`src/rtl/fb_video_pkg.sv`:
```
// fb_video_pkg: shared 640x480@60 timing constants, coordinate/pixel types and control bundle
package fb_video_pkg;
  localparam int CW = 10;
  localparam int PW = 8;
  typedef logic [CW-1:0] coord_t;
  typedef logic [PW-1:0] pix_t;
  localparam coord_t H_ACTIVE = 10'd640;
  localparam coord_t H_FP     = 10'd16;
  localparam coord_t H_SYNC   = 10'd96;
  localparam coord_t H_BP     = 10'd48;
  localparam coord_t V_ACTIVE = 10'd480;
  localparam coord_t V_FP     = 10'd10;
  localparam coord_t V_SYNC   = 10'd2;
  localparam coord_t V_BP     = 10'd33;
  localparam coord_t H_TOTAL  = H_ACTIVE + H_FP + H_SYNC + H_BP;
  localparam coord_t V_TOTAL  = V_ACTIVE + V_FP + V_SYNC + V_BP;
  localparam coord_t FB_W     = H_ACTIVE;
  localparam coord_t FB_H     = V_ACTIVE;
  localparam coord_t BAR_W    = FB_W / 10'd8;
  typedef struct packed {
    logic de;
    logic hs;
    logic vs;
    logic fs;
  } vctl_t;
  function automatic logic in_win(coord_t c, coord_t lo, coord_t len);
    return c >= lo && c < lo + len;
  endfunction
endpackage

```
`src/rtl/fb_scanout_timing.sv`:
```
// video_timing_gen: h/v counters and stage-0 de/hsync/vsync/frame-start flags (active-high)
// Ports: clk, reset (async, active-high), enable_i (0 holds counters and blanks flags),
//   h_cnt_o/v_cnt_o current position, ctl_o stage-0 control flags.
module video_timing_gen import fb_video_pkg::*; #(
  parameter coord_t H_ACTIVE = fb_video_pkg::H_ACTIVE,
  parameter coord_t H_FP     = fb_video_pkg::H_FP,
  parameter coord_t H_SYNC   = fb_video_pkg::H_SYNC,
  parameter coord_t H_BP     = fb_video_pkg::H_BP,
  parameter coord_t V_ACTIVE = fb_video_pkg::V_ACTIVE,
  parameter coord_t V_FP     = fb_video_pkg::V_FP,
  parameter coord_t V_SYNC   = fb_video_pkg::V_SYNC,
  parameter coord_t V_BP     = fb_video_pkg::V_BP
) (
  input  logic   clk,
  input  logic   reset,
  input  logic   enable_i,
  output coord_t h_cnt_o,
  output coord_t v_cnt_o,
  output vctl_t  ctl_o
);
  localparam coord_t H_LAST = H_ACTIVE + H_FP + H_SYNC + H_BP - 10'd1;
  localparam coord_t V_LAST = V_ACTIVE + V_FP + V_SYNC + V_BP - 10'd1;
  coord_t h_q, h_d, v_q, v_d;
  logic   h_wrap;
  always_comb begin
    h_wrap   = h_q == H_LAST;
    h_d      = enable_i ? (h_wrap ? '0 : h_q + 10'd1) : h_q;
    v_d      = enable_i && h_wrap ? (v_q == V_LAST ? '0 : v_q + 10'd1) : v_q;
    ctl_o.de = enable_i && h_q < H_ACTIVE && v_q < V_ACTIVE;
    ctl_o.hs = enable_i && in_win(h_q, H_ACTIVE + H_FP, H_SYNC);
    ctl_o.vs = enable_i && in_win(v_q, V_ACTIVE + V_FP, V_SYNC);
    ctl_o.fs = enable_i && h_q == '0 && v_q == '0;
  end
  always_ff @(posedge clk or posedge reset)
    if (reset) begin
      h_q <= '0;
      v_q <= '0;
    end else begin
      h_q <= h_d;
      v_q <= v_d;
    end
  assign h_cnt_o = h_q;
  assign v_cnt_o = v_q;
endmodule

```
`src/rtl/fb_scanout.sv`:
```
// fb_scanout: frame-buffer scanout, 640x480@60 timing with read data realigned to syncs (2-cycle latency)
// Ports: clk, reset (async, active-high), enable (0 freezes timing, blanks outputs),
//   rdaddress_x/rdaddress_y -> buffer read port, read_data <- buffer (valid 1 cycle after address),
//   hsync/vsync (level per SYNC_POL), de, pixel (0 when de=0), frame_start -> TMDS encoder.
// Build option SCANOUT_TEST_PATTERN_EN adds input test_pattern selecting 8 vertical grey bars.
module fb_scanout import fb_video_pkg::*; #(
  parameter coord_t H_ACTIVE = fb_video_pkg::H_ACTIVE,
  parameter coord_t H_FP     = fb_video_pkg::H_FP,
  parameter coord_t H_SYNC   = fb_video_pkg::H_SYNC,
  parameter coord_t H_BP     = fb_video_pkg::H_BP,
  parameter coord_t V_ACTIVE = fb_video_pkg::V_ACTIVE,
  parameter coord_t V_FP     = fb_video_pkg::V_FP,
  parameter coord_t V_SYNC   = fb_video_pkg::V_SYNC,
  parameter coord_t V_BP     = fb_video_pkg::V_BP,
  parameter logic   SYNC_POL = 1'b0
) (
  input  logic   clk,
  input  logic   reset,
  input  logic   enable,
`ifdef SCANOUT_TEST_PATTERN_EN
  input  logic   test_pattern,
`endif
  output coord_t rdaddress_x,
  output coord_t rdaddress_y,
  input  pix_t   read_data,
  output logic   hsync,
  output logic   vsync,
  output logic   de,
  output pix_t   pixel,
  output logic   frame_start
);
  coord_t h_cnt, v_cnt;
  vctl_t  ctl0, ctl1_q;
  logic   de_q, hs_q, vs_q, fs_q;
  pix_t   pix_d, pix_q;
  video_timing_gen #(
    .H_ACTIVE(H_ACTIVE), .H_FP(H_FP), .H_SYNC(H_SYNC), .H_BP(H_BP),
    .V_ACTIVE(V_ACTIVE), .V_FP(V_FP), .V_SYNC(V_SYNC), .V_BP(V_BP)
  ) u_timing (
    .clk     (clk),
    .reset   (reset),
    .enable_i(enable),
    .h_cnt_o (h_cnt),
    .v_cnt_o (v_cnt),
    .ctl_o   (ctl0)
  );
  assign rdaddress_x = h_cnt < H_ACTIVE ? h_cnt : '0;
  assign rdaddress_y = v_cnt < V_ACTIVE ? v_cnt : '0;
`ifdef SCANOUT_TEST_PATTERN_EN
  coord_t h1_q;
  always_ff @(posedge clk or posedge reset)
    if (reset) h1_q <= '0;
    else h1_q <= h_cnt;
  // column of the pixel now in stage 1 picks one of eight bars, 0x20 apart
  always_comb pix_d = !ctl1_q.de ? '0 : test_pattern ? pix_t'(h1_q / BAR_W) << 5 : read_data;
`else
  always_comb pix_d = ctl1_q.de ? read_data : '0;
`endif
  // stage 1 waits out the buffer read; stage 2 joins the returned data with the delayed flags
  always_ff @(posedge clk or posedge reset)
    if (reset) begin
      ctl1_q <= '0;
      de_q   <= 1'b0;
      fs_q   <= 1'b0;
      hs_q   <= ~SYNC_POL;
      vs_q   <= ~SYNC_POL;
      pix_q  <= '0;
    end else begin
      ctl1_q <= ctl0;
      de_q   <= ctl1_q.de;
      fs_q   <= ctl1_q.fs;
      hs_q   <= ctl1_q.hs ? SYNC_POL : ~SYNC_POL;
      vs_q   <= ctl1_q.vs ? SYNC_POL : ~SYNC_POL;
      pix_q  <= pix_d;
    end
  assign de          = de_q;
  assign frame_start = fs_q;
  assign hsync       = hs_q;
  assign vsync       = vs_q;
  assign pixel       = pix_q;
endmodule
```
`config.mk`:
```
export PLATFORM = sky130hd
export DESIGN_NAME = fb_scanout
export DESIGN_NICKNAME = d
export VERILOG_FILES = /design/src/rtl/fb_video_pkg.sv /design/src/rtl/fb_scanout_timing.sv /design/src/rtl/fb_scanout.sv
export SDC_FILE = /design/constraint.sdc
export NUM_CORES = 1
export LEC_CHECK = 0
export ABC_AREA = 0
export BUFFER_PORTS_ARGS = -buffer_cell sky130_fd_sc_hd__clkbuf_2
export CAP_MARGIN = 30
export CORE_MARGIN = 1
export CORE_UTILIZATION = 47
export CTS_CLUSTER_SIZE = 8
export DETAILED_ROUTE_END_ITERATION = 12
export GPL_ROUTABILITY_DRIVEN = 0
export PLACE_DENSITY = 0.85
export SETUP_SLACK_MARGIN = 0.02
export SLEW_MARGIN = 10
export SYNTH_ARGS = -nofsm -noshare
export SYNTH_HDL_FRONTEND = slang
export SYNTH_SLANG_ARGS = --single-unit
```
`constraint.sdc`:
```
create_clock -name clk -period 1.8 [get_ports clk]
set_clock_uncertainty 0.05 [all_clocks]
set_input_delay 0.18 -clock clk [delete_from_list [all_inputs] [get_ports clk]]
set_output_delay 0.18 -clock clk [all_outputs]
set_load 0.05 [all_outputs]
```
After elaboration in Yosys (flattened, before gate mapping)

Index checks and enable logic that the tools add are counted.

Add/sub/neg operators: 2
Order comparisons: 6
Equality and inequality tests: 2
Multiplexer cells: 7
Reductions and logical operators: 11

Operators by type and width:

| kind                                                                           | count |
|---|---|
| 10-bit 2-to-1 mux                                                              | 4 |
| 10-bit by 1-bit adder with 10-bit output (second input constant)               | 2 |
| 10-bit equality test (second input constant)                                   | 2 |
| 10-bit zero test                                                               | 2 |
| 10-bit less-than comparator (second input constant)                            | 2 |
| 10-bit by 9-bit less-than comparator with 1-bit output (second input constant) | 2 |
| 10-bit >= comparator (second input constant)                                   | 1 |
| 10-bit by 9-bit >= comparator with 1-bit output (second input constant)        | 1 |
| 1-bit logical AND                                                              | 9 |
| 8-bit 2-to-1 mux                                                               | 1 |
| 1-bit 2-to-1 mux                                                               | 2 |

Register bits: 36
Input port bits: 11
Word-level logic and storage cells: 39

Logic depth before layout (Yosys ltp)

Gate-level depths: netlist of the first run.

Depth in word-level cells: 3
Depth in mapped cells: 6

Cells and area by module

From an unflattened synthesis of the first run, not the netlist that was laid out.

Cell total of the unflattened synthesis: 176
Area total of the unflattened synthesis: 1,780.5 sq um

Modules (own cells, without submodules):

| module           | times used | cells an instance | area each (sq um) | seq. area each (sq um) |
|---|---|---|---|---|
| video_timing_gen | 1          | 122               | 1,134.8           | 500.5 |
| fb_scanout       | 1          | 54                | 645.6             | 402.9 |

Worst setup path before layout of the first run

Ideal clock, no wire load.

Path type: register to output
From: register u_timing.v_q[9], in the netlist u_timing.v_cnt_o[9]
To: output rdaddress_y[5]
Data arrival time: 1,685 ps
Data required time: 1,570 ps
Setup slack: -115 ps
Stages on the path, launching flop included: 3
Buffers on the path: 1
Path through: dfrtp_1 -> clkbuf_1 -> nor3b_1

Longest elaborated chain between the ends: 2

Ends and longest elaborated chain:

| item                                                   | RTL line                | source |
|---|---|---|
| from (decl)                                            | fb_scanout_timing.sv:23 | `coord_t h_q, h_d, v_q, v_d;` |
| from (signal assigned)                                 | fb_scanout_timing.sv:40 | `v_q <= v_d;` |
| 10-bit by 9-bit less-than comparator with 1-bit output | fb_scanout.sv:48        | `assign rdaddress_y = v_cnt < V_ACTIVE ? v_cnt : '0;` |
| 10-bit 2-to-1 mux                                      | fb_scanout.sv:48        |  |
| to (decl)                                              | fb_scanout.sv:24        | `output coord_t rdaddress_y,` |

Every way passes these cells.

==> results.toml, run 1 <==
[power_and_ir_drop]
p_leak_uw = 0.001225
pwr_density_cell_mw_per_mm2 = 928.4
ir_drop_mv = 0.6422

[layout]
nFillCells = 264
final_util_pct = 69.27
mostFrequentLayoutCell = "dfrtp_1"
fin_nets = 263
drive_gt1_share_pct = 41.13
diodes = 0
area_growth_pct = 40.63
final_cell_mix = "dfrtp_1 (34), buf_4 (31), clkbuf_2 (27)"

[drt]
ant_nets = 0
wire_per_inst_um = 15.44
routed_wl_mm = 4.571
drt_iter0_drc = 105
vias = 1624
viasPerCell = 5.486
drt_pass1_iterations = 4
drc = 0

[critical_path]
startpoint_type = "register"
path_max_fanout = 3
rr_endpoint = "ctl1_q[0]"
arrival_ps = 1970
end_kind = "register"
critPathRequiredTime_ps = 1940
r2r_start = "u_timing.h_cnt_o[0]"
critical_path_class = "register to register"
cp-startpoint = "u_timing.h_cnt_o[0]"
rr_worst_depth = 6
r2r_slack_ps = -30

[timing]
finalSetupTns_ps = -31.44
setup_viol = 1
fin_crit_sh_pct = 101.7
clock.fmax_mhz = 546.0
worst_slack_ps = -31.44
post-route-min-period_ps = 1831
hold_viol_final = 0
drv_slew = 0

[hold_path]
hp-start = "read_data[3]"
min_to = "pixel[3]"
min_path_cells = 2
min-delay-path-class = "primary input to register"

[logic_synthesis]
seq_area_frac_synth_pct = 49.72
synth.lib_cells_used.distinct = 45
syn_inst = 179
synth_top_area_share_pct = 46.83
netlist_area_mm2 = 0.001817
synthMuxAreaShare_pct = 1.171
avgSynthCellArea_um2 = 10.15
synth_edf_count = 0
synth_xor_area_share_pct = 3.857
synth-simple-area-share_pct = 30.79
netlist_top_cells_area = "dfrtp_1 (47%), and2_1 (6.5%), nor3_1 (3.3%), dfstp_2 (2.9%), ha_1 (2.8%)"
async_flop_share_pct = 100.0
yosysWarnings = 0
syn_nets = 194
synth_top_family_by_area = "simple AND/OR/NAND/NOR gates"
synth_compound_area_share_pct = 6.129
synth_fa_ha_area_share_pct = 2.755
synth_ff_type = "dfrtp_1"
synth_area_leader_cell = "dfrtp_1"
ys_ff_latch = 36

[floorplan]
rows = 22
die_h_um = 64.17
die_w_um = 64.17
ios = 43
die-area_mm2 = 0.004118
initial_utilization_pct = 49.25
core_mm2 = 0.003689

[status]
run_status = "finished with violations"
violations = "setup timing"

[clock_network]
numCtsBuffers = 5
htree_levels = 2
tritoncts = "yes"
cts-root-buf = "clkbuf_8"
clk_latency_ps = 290
clock_path_buffers = 2
clk_pin_slew_ps = 70
clock_sinks = 36

[grt]
grt-ovfl-total = 0
grt_usage_pct = 21.98
grt_pass1_wl_mm = 6.706
first_global_vias = 1492
grt_max_degree = 37
antenna_found_initial = 0

[flow_run]
cap_violations = 0

[place]
post-dp-hpwl_mm = 2.824
io_buffers = 41
sequential cells by signal, summed over array words and instances, names as in the netlist:
name and count:
frame_start 1, vsync 1, de 1, u_timing.v_cnt_o 10, pixel 8, hsync 1, u_timing.h_cnt_o 10, ctl1_q 4
kinds of logic after synthesis:
family	after synthesis
fa+ha+maj	4
compound gates	18
simple gates	90
flops	36
other cells	1
xor+xnor	8
mux	2
buf+inv	20
routing by layer:
layer | global-route usage (%) | part of all wire (%) | up-vias
met2 | 35.11 | 51 | 69
met1 | 26.45 | 40 | 788
li1 | - | - | 754
met3 | 5.893 | 6.2 | 13
met4 | 13.06 | 3.2 | 0
met5 | 0 | 0 | -
cell type report:
type | instances | area (um2) | share of cell area, %
Timing Repair Buffer | 70 | 520.5 | 20.37
Multi-Input combinational cell | 124 | 933.4 | 36.53
Tap cell | 48 | 60.06 | 2.351
Inverter | 11 | 41.29 | 1.616
Clock buffer | 7 | 96.34 | 3.771
Sequential cell | 36 | 903.4 | 35.36
worst max-delay path, cell delays in order (launching register included):
cell      delay (ps)
dfrtp_1          400
inv_1            110
ha_1             210
nor4b_2          290
nand3_1          190
nor4_4           200
nor4bb_4         270
how the worst max path moves through the flow:
stage / end / slack, ps / cells past startpoint
final: ctl1_q[0] / -30 / 6
after detailed placement: ctl1_q[0] / -40 / 6
after global routing: ctl1_q[0] / -60 / 6
after floorplan: rdaddress_y[0] / -80 / 3
after global placement: u_timing.v_cnt_o[4] / 30 / 4
after CTS: rdaddress_y[4] / 20 / 6
Yosys cell counts (2+ instances only):
cell	instances
xor2_1	4
clkbuf_1	3
buf_6	2
dfstp_2	2
nand3b_1	2
nor4_1	4
ha_1	4
buf_2	2
or3_1	4
o21ai_0	8
nand4b_1	2
nand3_1	9
or4_1	2
inv_1	11
nor3b_1	4
o21a_1	2
xnor2_1	4
nand4_1	4
nor2b_1	2
and2_1	19
nor3_1	12
a21oi_1	2
nand2_1	10
dfrtp_1	34
nor2_1	7
timing repair:
item / CTS / global route
setup buffers: 2 / 4
gates resized for setup: 29 / 33
setup endpoints to repair: 20 / 18
pin swaps: 1 / 3
gates cloned: 0 / 1
hold buffers: 1 / 0
endpoints found under the hold margin: 34 / 0
report_power, final:
group	internal, uW	total (uW)	switching, uW
Sequential	872	930	58.5
Clock	340	612	272
Combinational	349	830	481
stage by stage:
stage / total power (uW) / worst slack (ps) / hold slack, ps / std cells / cell area, um2
after global routing: 2481 / -62.06 / 46.80 / 296 / 2555
after detailed placement: 1609 / -39.65 / 237.0 / 281 / 2201
final: 2372 / -31.44 / 52.61 / 296 / 2555
after CTS: 2317 / 15.75 / 42.37 / 291 / 2436
after floorplan: 1414 / -75.95 / 264.2 / 179 / 1827
after global placement: 1593 / 25.72 / 229.4 / 281 / 2201
Power figures use the tool's default switching activity.
==> run 2, diff against run 1 <==
--- a/config.mk
+++ b/config.mk
@@ -8,8 +8,10 @@
 export ABC_AREA = 0
 export BUFFER_PORTS_ARGS = -buffer_cell sky130_fd_sc_hd__clkbuf_2
 export CAP_MARGIN = 30
+export CELL_PAD_IN_SITES_DETAIL_PLACEMENT = 1
+export CELL_PAD_IN_SITES_GLOBAL_PLACEMENT = 2
 export CORE_MARGIN = 1
-export CORE_UTILIZATION = 47
+export CORE_UTILIZATION = 29
 export CTS_CLUSTER_SIZE = 8
 export DETAILED_ROUTE_END_ITERATION = 12
 export GPL_ROUTABILITY_DRIVEN = 0
==> run 2 against run 1 <==
Effect of this change: the run now ends clean; register-to-register slack improved by 80 ps; sequential share of layout area shrank 0.41 points; flip-flop and latch count unchanged; worst hold slack improved by 0.87 ps; non-clock buffer count rose by 2; count of clock-buffer cells in the layout down 2; final area rose by 1.2%; worst setup slack improved by 82 ps; via count is 2.2% lower; utilization shrank 26 points; die area increased by 60%; critical endpoint is now u_timing.v_cnt_o[9]; largest cell class is now registers; largest power group unchanged.
==> results.toml, run 2 (synthesized netlist as in run 1, its figures left out) <==
[floorplan]
ios = 43
rows = 28
die_h_um = 81.15
die-area_mm2 = 0.006585
core_mm2 = 0.005991
initial_utilization_pct = 30.33
die_w_um = 81.15

[layout]
fin_nets = 264
drive_gt1_share_pct = 42.40
diodes = 0
final_cell_area_mm2 = 0.002585
area_growth_pct = 42.29
mostFrequentLayoutCell = "dfrtp_1"
final_cell_mix = "dfrtp_1 (34), buf_4 (33), clkbuf_2 (26)"

[place]
post-dp-hpwl_mm = 3.517
io_buffers = 41
postPlaceCellArea_mm2 = 0.002272

[power_and_ir_drop]
p_leak_uw = 0.001228
ir_drop_mv = 0.5506
pwr_density_cell_mw_per_mm2 = 886.8

[critical_path]
end_kind = "register"
critPathRequiredTime_ps = 1980
cp_slowest_cell = "or3_4"
max_stage_delay_ps = 470
r2r_start = "u_timing.h_cnt_o[6]"
r2r_slack_ps = 50
path_max_fanout = 9
startpoint_type = "register"
cp-startpoint = "u_timing.h_cnt_o[6]"
cp_cell_sequence = "nand4bb_4 -> or3_4 -> nor4_1 -> o21a_1"
critical_path_class = "register to register"
arrival_ps = 1930

[clock_network]
clk_latency_ps = 290
clk_pin_slew_ps = 70
clock_sinks = 36
htree_levels = 2
numCtsBuffers = 5
cts-root-buf = "clkbuf_8"
tritoncts = "yes"
clock_path_buffers = 2

[drt]
drc = 0
ant_nets = 0
drt_pass1_iterations = 4
routed_wl_mm = 4.665
viasPerCell = 4.886
drt_iter0_drc = 86
wire_per_inst_um = 14.35
vias = 1588

[grt]
grt_pass1_wl_mm = 7.783
antenna_found_initial = 0
first_global_vias = 1595
grt_max_degree = 15
grt-ovfl-total = 0
grt_usage_pct = 15.58

[timing]
hold_viol_final = 0
fin_crit_sh_pct = 97.19
setup_viol = 0
clock.fmax_mhz = 571.6
rsz0062_at_grt = "true"
drv_slew = 0
holdWs_ps = 53.48
post-route-min-period_ps = 1749

[hold_path]
min-delay-path-class = "primary input to register"
hp-start = "read_data[2]"

[flow_run]
cap_violations = 0

[status]
run_status = "complete, no violations"
run 2: timing repair:
action | 4_1_cts | 5_1_grt
hold endpoints to repair | 9 | 0
pin swaps | 3 | 3
buffers inserted | 2 | 1
gates cloned | 0 | 0
endpoints found under the setup margin | 21 | 22
hold buffers | 1 | 0
gates resized for setup | 31 | 27
run 2: layout make-up:
| cell class | count | area (um2) |
|---|---|---|
| repair buffers | 72 | 556.8 |
| inverters | 11 | 41.29 |
| multi-input cells | 123 | 902.1 |
| well taps | 75 | 93.84 |
| fillers | 678 | 3406 |
| flip-flops and latches | 36 | 903.4 |
| clock inverters | 3 | 18.77 |
| clock buffers | 5 | 68.82 |
run 2: report_power, final:
| group | switching, uW | leakage (uW) | internal (uW) |
|---|---|---|---|
| combinational | 462 | 0.000728 | 336 |
| sequential | 55.2 | 0.000453 | 871 |
| clock | 298 | 0.0000479 | 269 |
| total | 816 | 0.00123 | 1480 |
run 2: through the flow:
stage / std cells / worst slack (ps) / setup TNS, ps / total power, uW / util (%)
finish: 325 / 50.67 / 0 / 2292 / 43.15
global route: 325 / -1.704 / -1.704 / 2417 / 43.15
CTS: 324 / 15.85 / 0 / 2284 / 41.90
detailed placement: 313 / -18.05 / -18.05 / 1640 / 37.93
global placement: 313 / -13.57 / -13.57 / 1621 / 37.93
floorplan: 179 / -75.95 / -227.8 / 1414 / -
run 2: worst paths after layout:
kind	to	depth (start not counted)
setup / recovery	u_timing.v_cnt_o[9]	4
hold / removal	pixel[2]	2
setup reg to reg	u_timing.v_cnt_o[9]	4
hold reg to reg	hsync	1
max in group asynchronous	hsync	4
min in group asynchronous	frame_start	3
run 2: worst max-delay path, delay by kind of cell, from the launching register on:
| kind | cells | cell delay (ps) |
|---|---|---|
| AO/OA/AOI/OAI | 1 | 150 |
| AND/OR/NAND/NOR | 3 | 1100 |
| flip-flops | 1 | 390 |
run 2: layer usage:
| metal | GRT usage (%) | routed length (um) | share of wire [%] | vias up |
|---|---|---|---|---|
| li1 | - | - | - | 754 |
| met1 | 19.41 | 2066 | 44 | 788 |
| met2 | 26.22 | 2365 | 51 | 39 |
| met3 | 3.258 | 156 | 3.3 | 7 |
| met4 | 6.071 | 77 | 1.7 | 0 |
| met5 | 0 | 0 | 0 | - |
==> run 3, diff against run 2 <==
--- a/config.mk
+++ b/config.mk
@@ -10,6 +10,7 @@
 export CAP_MARGIN = 30
 export CELL_PAD_IN_SITES_DETAIL_PLACEMENT = 1
 export CELL_PAD_IN_SITES_GLOBAL_PLACEMENT = 2
+export CORE_ASPECT_RATIO = 0.75
 export CORE_MARGIN = 1
 export CORE_UTILIZATION = 29
 export CTS_CLUSTER_SIZE = 8
==> run 3 against run 2 <==
Effect of this change: cell count unchanged; non-clock buffer count decreased by 3; largest cell class unchanged; sequential share of layout area grew 0.39 points; die area hardly changed; register-to-register slack lost 20 ps; clock power increased by 23%.
==> results.toml, run 3 (synthesized netlist as in run 1, its figures left out) <==
[grt]
grt-ovfl-total = 0
grt_pass1_wl_mm = 7.541
grt_max_degree = 37
first_global_vias = 1533
antenna_found_initial = 0
grt_usage_pct = 14.74

[place]
io_buffers = 41
post-dp-hpwl_mm = 3.524
dp_cells = 316

[critical_path]
rr_endpoint = "u_timing.v_cnt_o[3]"
end_kind = "register"
path_max_fanout = 3
rr_worst_depth = 4
critPathRequiredTime_ps = 1910
r2r_start = "u_timing.v_cnt_o[4]"
startpoint_type = "register"
r2r_slack_ps = 30
arrival_ps = 1880
critical_path_class = "register to register"

[drt]
viasPerCell = 4.815
ant_nets = 0
drc = 0
drt_pass1_iterations = 4
drt_iter0_drc = 101
wire_per_inst_um = 14.62
vias = 1565
routed_wl_mm = 4.753

[hold_path]
min_to = "pixel[3]"
hp-start = "read_data[3]"
min-delay-path-class = "primary input to register"
min_path_cells = 2

[power_and_ir_drop]
clock_power_share_pct = 28.9
pwr-share-seq_pct = 38.5
p_sw_share_pct = 33.51
p_leak_uw = 0.001222
p_sw_uw = 806.4
share_comb_of_total_power_pct = 32.6
pwr_density_cell_mw_per_mm2 = 941.6
power.internal_uw = 1600
ir_drop_mv = 0.4688

[timing]
post-route-min-period_ps = 1770
finalSetupTns_ps = 0
rsz0062_at_grt = "true"
setup_viol = 0
clock.fmax_mhz = 564.8
hold_viol_final = 0
fin_crit_sh_pct = 98.36
drv_slew = 0

[floorplan]
rows = 24
die_h_um = 70.55
initial_utilization_pct = 30.71
die_w_um = 93.40
core_mm2 = 0.005916
ios = 43
die-area_mm2 = 0.006589

[layout]
area_growth_pct = 40.70
mostFrequentLayoutCell = "dfrtp_1"
fin_nets = 261
instances_no_fill = 325
multi_input_area_um2 = 899.6
nFillCells = 667
final_cell_mix = "dfrtp_1 (34), buf_4 (33), clkbuf_2 (26)"
regArea_um2 = 903.4
diodes = 0
drive_gt1_share_pct = 40.49

[clock_network]
htree_levels = 2
clk_pin_slew_ps = 70
clock_path_buffers = 2
clk_latency_ps = 290
numCtsBuffers = 5
post-cts-setup-buffer-count = 0
tritoncts = "yes"
cts-root-buf = "clkbuf_8"
clock_sinks = 36

[status]
run_status = "complete, no violations"

[flow_run]
cap_violations = 0
[run 3: worst max-delay path, cell delays in order (launching register included)]
cell and delay [ps]:
dfrtp_1 380, or4_4 560, or3_4 410, a21oi_1 140, o21ai_0 100
[run 3: power groups by stage]
stage | clock network [uW] | logic, uW | registers (uW)
final | 696 | 785 | 926
after global placement | 0 | 700 | 936
after floorplan | 0 | 431 | 983
after global routing | 745 | 836 | 933
after detailed placement | 0 | 713 | 942
after CTS | 716 | 756 | 925
[run 3: worst max-delay path by stage]
| stage | start | end | slack, ps | cells after the start |
|---|---|---|---|---|
| floorplan | u_timing.v_cnt_o[5] | rdaddress_y[0] | -80 | 3 |
| global placement | u_timing.v_cnt_o[4] | u_timing.v_cnt_o[3] | 30 | 4 |
| detailed placement | u_timing.v_cnt_o[4] | u_timing.v_cnt_o[3] | -20 | 4 |
| CTS | u_timing.v_cnt_o[6] | rdaddress_y[2] | 10 | 6 |
| global route | u_timing.h_cnt_o[5] | u_timing.v_cnt_o[7] | -20 | 4 |
| finish | u_timing.v_cnt_o[4] | u_timing.v_cnt_o[3] | 30 | 4 |
[run 3: layout make-up]
cell class	instances	area share, %
inverters	11	1.615
multi-input cells	123	35.19
flip-flops and latches	36	35.34
clock inverters	2	1.371
well taps	78	3.818
repair buffers	69	19.82
clock buffers	6	2.839
[run 3: timing repair]
item,4_1_cts,5_1_grt
hold buffers,1,0
endpoints found under the hold margin,34,0
gates cloned,0,0
setup endpoints to repair,20,22
pin swaps,1,3
resized for setup,28,25
[run 3: per-layer routing]
metal  vias up  global-route usage (%)  routed length, um
met3         6                   3.871                242
met2        44                   22.22               2050
met1       764                   20.98               2417
met4         0                   4.103                 43
met5         -                       0                  0
li1        751                       -                  -
[run 3: stage by stage]
stage | util, % | setup slack (ps) | hold slack, ps | power (uW) | cell area (um2)
global placement | 38.47 | 27.34 | 243.8 | 1636 | 2276
detailed placement | 38.47 | -16.68 | 246.6 | 1654 | 2276
global route | 43.21 | -15.00 | 50.63 | 2513 | 2556
floorplan | - | -75.95 | 264.2 | 1414 | 1827
CTS | 42.07 | 14.15 | 50.48 | 2397 | 2489
finish | 43.21 | 29.56 | 57.30 | 2407 | 2556
